==> src/rtl/delay_line_pkg.sv <==
// Shared constants and helpers for the variable-depth delay line.
package delay_line_pkg;

  localparam int DEFAULT_WIDTH = 8;
  localparam int DEFAULT_DEPTH = 4;

  // A select port is never narrower than one bit, even for degenerate depths.
  function automatic int sel_w(input int depth);
    return (depth <= 2) ? 1 : $clog2(depth);
  endfunction

  function automatic int unsigned clamp_sel(input int unsigned sel, input int unsigned depth);
    return (sel > depth - 1) ? depth - 1 : sel;
  endfunction

endpackage

==> src/rtl/delay_line_stage.sv <==
// One WIDTH-bit stage of the delay line: flush has priority over shift enable.
module delay_stage
  import delay_line_pkg::*;
#(
  parameter int WIDTH = DEFAULT_WIDTH
) (
  input  logic             clk,
  input  logic             rst_n,
  input  logic             en_i,
  input  logic             clr_i,
  input  logic [WIDTH-1:0] d_i,
  output logic [WIDTH-1:0] q_o
);

  logic [WIDTH-1:0] data_q;
  logic [WIDTH-1:0] data_d;

  always_comb begin
    data_d = data_q;
    if (clr_i) begin
      data_d = '0;
    end else if (en_i) begin
      data_d = d_i;
    end
  end

  always_ff @(posedge clk or negedge rst_n) begin
    if (!rst_n) begin
      data_q <= '0;
    end else begin
      data_q <= data_d;
    end
  end

  assign q_o = data_q;

endmodule

==> src/rtl/var_delay_line.sv <==
// Variable-depth delay line: DEPTH registered stages with a run-time tap select.
// Defining DELAY_LINE_VALID_EN adds a fill counter and the q_valid output.
module var_delay_line
  import delay_line_pkg::*;
#(
  parameter int WIDTH = DEFAULT_WIDTH,
  parameter int DEPTH = DEFAULT_DEPTH,
  parameter int SEL_W = sel_w(DEPTH)
) (
  input  logic             clk,
  input  logic             rst_n,
  input  logic             en,
  input  logic             clr,
  input  logic [WIDTH-1:0] d,
  input  logic [SEL_W-1:0] sel,
  output logic [WIDTH-1:0] q
`ifdef DELAY_LINE_VALID_EN
  ,
  output logic             q_valid
`endif
);

  logic [WIDTH-1:0] stage_q [DEPTH];
  logic [SEL_W-1:0] sel_eff;

  for (genvar k = 0; k < DEPTH; k++) begin : g_stage
    logic [WIDTH-1:0] stage_in;
    if (k == 0) begin : g_head
      assign stage_in = d;
    end else begin : g_tail
      assign stage_in = stage_q[k-1];
    end

    delay_stage #(
      .WIDTH(WIDTH)
    ) u_stage (
      .clk  (clk),
      .rst_n(rst_n),
      .en_i (en),
      .clr_i(clr),
      .d_i  (stage_in),
      .q_o  (stage_q[k])
    );
  end

  // Clamping keeps the mux index inside the stage array for non-power-of-2 depths.
  assign sel_eff = SEL_W'(clamp_sel(32'(sel), 32'(DEPTH)));
  assign q       = stage_q[sel_eff];

`ifdef DELAY_LINE_VALID_EN
  localparam int FILL_W = $clog2(DEPTH + 1);

  logic [FILL_W-1:0] fill_q;
  logic [FILL_W-1:0] fill_d;

  always_comb begin
    fill_d = fill_q;
    if (clr) begin
      fill_d = '0;
    end else if (en && (fill_q != FILL_W'(DEPTH))) begin
      fill_d = fill_q + FILL_W'(1);
    end
  end

  always_ff @(posedge clk or negedge rst_n) begin
    if (!rst_n) begin
      fill_q <= '0;
    end else begin
      fill_q <= fill_d;
    end
  end

  assign q_valid = (32'(fill_q) > 32'(sel_eff));
`endif

endmodule

==> config.mk <==
export PLATFORM = sky130hd
export DESIGN_NAME = var_delay_line
export DESIGN_NICKNAME = d
export VERILOG_FILES = /design/src/rtl/delay_line_pkg.sv /design/src/rtl/delay_line_stage.sv /design/src/rtl/var_delay_line.sv
export SDC_FILE = /design/constraint.sdc
export NUM_CORES = 1
export LEC_CHECK = 0
export ABC_CLOCK_PERIOD_IN_PS = 1400
export BUFFER_PORTS_ARGS = -buffer_cell sky130_fd_sc_hd__buf_2
export CAP_MARGIN = 20
export CORE_MARGIN = 2
export CORE_UTILIZATION = 50
export CTS_CLUSTER_SIZE = 10
export DETAILED_ROUTE_END_ITERATION = 8
export GPL_ROUTABILITY_DRIVEN = 0
export GPL_TIMING_DRIVEN = 0
export PLACE_DENSITY = 0.84
export SLEW_MARGIN = 20
export SYNTH_ARGS = -nofsm -noshare
export SYNTH_HDL_FRONTEND = slang
export SYNTH_HIERARCHICAL = 1
export SYNTH_SLANG_ARGS = --single-unit
export TNS_END_PERCENT = 10
==> constraint.sdc <==
create_clock -name clk -period 1.4 [get_ports clk]
set_input_delay 0.42 -clock clk [delete_from_list [all_inputs] [get_ports clk]]
set_output_delay 0.42 -clock clk [all_outputs]
set_load 0.01 [all_outputs]
==> results_dict.tcl <==
set metrics [dict create \
    synth_edf_count 0 \
    p_total_mw 1.70 \
    hold_class "in -> async" \
    start_util 0.534 \
    ir_drop_mv 0.631 \
    p_leak_nw 0.886 \
    mappedNetlistArea_um2 1500 \
    drtIter0Drc 36 \
    fin_worst_skew_ns 0.00316 \
    worstPathCellList "mux4_2 -> buf_6" \
    rsz0062_at_grt "true" \
    portBuffers 17 \
    drv_slew 0 \
    reg2reg_to "g_stage[1].u_stage/q_o[7]" \
    row_count 19 \
    synthArstFlopShare 1.00 \
    setup_violations 8 \
    cts_sinks 32 \
    hpwlAfterDp_mm 2.01 \
    period_share 1.27 \
    die_height_um 58.7 \
    drv_cap 0 \
    dp_slack_ns -0.222 \
    dpl.cell_count 162 \
    worst-path-max-fanout 3 \
    drc_errors 2 \
    dieArea_um2 3450 \
    cts_hold_buf 0 \
    status "finished with violations" \
    startpoint "g_stage[0].u_stage/q_o[4]" \
    synth_flop_cell "dfrtp_1" \
    post-route-util 0.616 \
    routed_wl_mm 2.73 \
    fin_nets 152 \
    worst_slew_pin_slew_ns 0.687 \
    cts_tree "built" \
    slowest_delay_ns 0.49 \
    largest_register_ffs 32 \
    cts_inserted_buffers 5 \
    end_kind "output port" \
    grt_pass1_wl_mm 4.64 \
    setup.worst_path.end "q[4]" \
    clk_latency_ns 0.31 \
    fmax_mhz 564 \
    ant_nets 0 \
    finalHoldViolations 0 \
    drive_above_1_share 0.266 \
    powerDensity_nw_per_um2 984 \
    yosys_warnings 6 \
    r2r-start "g_stage[0].u_stage/q_o[7]" \
    synthTopCellsByCount "dfrtp_1, mux2i_1, nor2_1" \
    grt_usage 0.184 \
    final.fill_count 222 \
    fin_cells 170 \
    clk_pin_slew_worst_paths_ns 0.09 \
    cp.required_ns 0.98 \
    synth_top_cell_area_share 0.535 \
    htree_levels 2 \
    rr_worst_depth 2 \
    die_w_um 58.7 \
    cts_buffer_depth 2 \
    yosysUniqueCellTypes 7 \
    drt-wirelength-per-cell_um 16.0 \
    yosys-top-cells-area "dfrtp_1, mux2i_1, mux4_2" \
    setup_ws_ns -0.373 \
    vias 938 \
    critPathSlowestCell "mux4_2" \
    synth_nets 128 \
    syn_area_per_cell_um2 13.1 \
    synthToLayoutAreaGrowth_pct 15.3 \
    max_slew_margin 0.542 \
    ff2ff_setup_slack_ns 0.62 \
    synth_cells 114 \
    core-area_um2 2810 \
    period_needed_ns 1.77 \
    crit_arrival_ns 1.35 \
    grt_pass1_vias 1006 \
    first_pass_iters 6 \
    cts_root_buf "clkbuf_4" \
    startpoint_type "register" \
    seq_area_frac_synth 0.535 \
    grt_max_degree 33 \
    grt-ovfl-total 0 \
    antenna_found_initial 0 \
    path_class "reg -> out" \
    diodes 0 \
    synth_largest_area_cell "dfrtp_1" \
    routed_via_density 5.52 \
    io_pins 22 \
    synth-seq-cells 32 \
    violations "DRC, setup timing" \
]
placed cells by master, fill, tap and decap left out, drive strengths merged:
cell    synthesis  layout
mux2i          32      32
nor2           32      32
dfrtp          32      32
buf             9      26
clkbuf          1       9
mux4            8       8
critical path: cells and delay by family (launching register included):
kind                   cells  cell delay [ns]
buffers and inverters      1             0.14
flip-flops                 1             0.41
multiplexers               1             0.49
power by group:
group,switching (mW),internal (mW),total (mW),leakage [nW]
registers,0.0224,0.949,0.972,0.439
logic,0.0977,0.100,0.198,0.415
clock network,0.282,0.248,0.529,0.0326
total,0.402,1.30,1.70,0.886
worst min-delay path by stage:
stage,from,to,slack (ns),cells after the start
after CTS,rst_n,g_stage[3].u_stage/q_o[7],0.14,1
final,rst_n,g_stage[3].u_stage/q_o[7],0.13,1
after global routing,rst_n,g_stage[3].u_stage/q_o[7],0.16,1
after global placement,rst_n,g_stage[3].u_stage/q_o[7],0.48,1
after floorplan,rst_n,g_stage[0].u_stage/q_o[0],0.12,0
after detailed placement,rst_n,g_stage[3].u_stage/q_o[7],0.50,1
stage by stage:
stage | cell area [um^2] | TNS [ns] | hold WS, ns
floorplan | 1510 | -0.587 | 0.124
detailed placement | 1630 | -1.64 | 0.502
global route | 1730 | -3.35 | 0.159
finish | 1730 | -2.87 | 0.133
CTS | 1700 | -2.99 | 0.142
global placement | 1630 | -1.64 | 0.481
logic make-up after synthesis:
group | share of synthesized area
buffers and inverters | 0.0510
AND/OR/NAND/NOR | 0.0802
flip-flops | 0.535
multiplexers | 0.334
layer usage:
metal  GRT usage  part of all wire  vias to the layer above
met5           0                 0                        -
li1            -                 -                      441
met4      0.0584             0.014                        0
met2       0.298              0.53                       18
met3      0.0593             0.035                        4
met1       0.234              0.42                      475
final cells by class:
class,count,area [um^2],area share
buffer,10,85.1,0.0493
clock buffer,8,58.8,0.0341
multi-input combinational,72,621,0.359
sequential,32,801,0.464
tap,31,38.8,0.0225
timing repair buffer,17,123,0.0710
timing repair:
item | in CTS | in global routing
pin swaps | 0 | 0
endpoints found under the setup margin | 8 | 8
buffers inserted | 0 | 0
resized for setup | 2 | 4
Power figures use the tool's default switching activity.
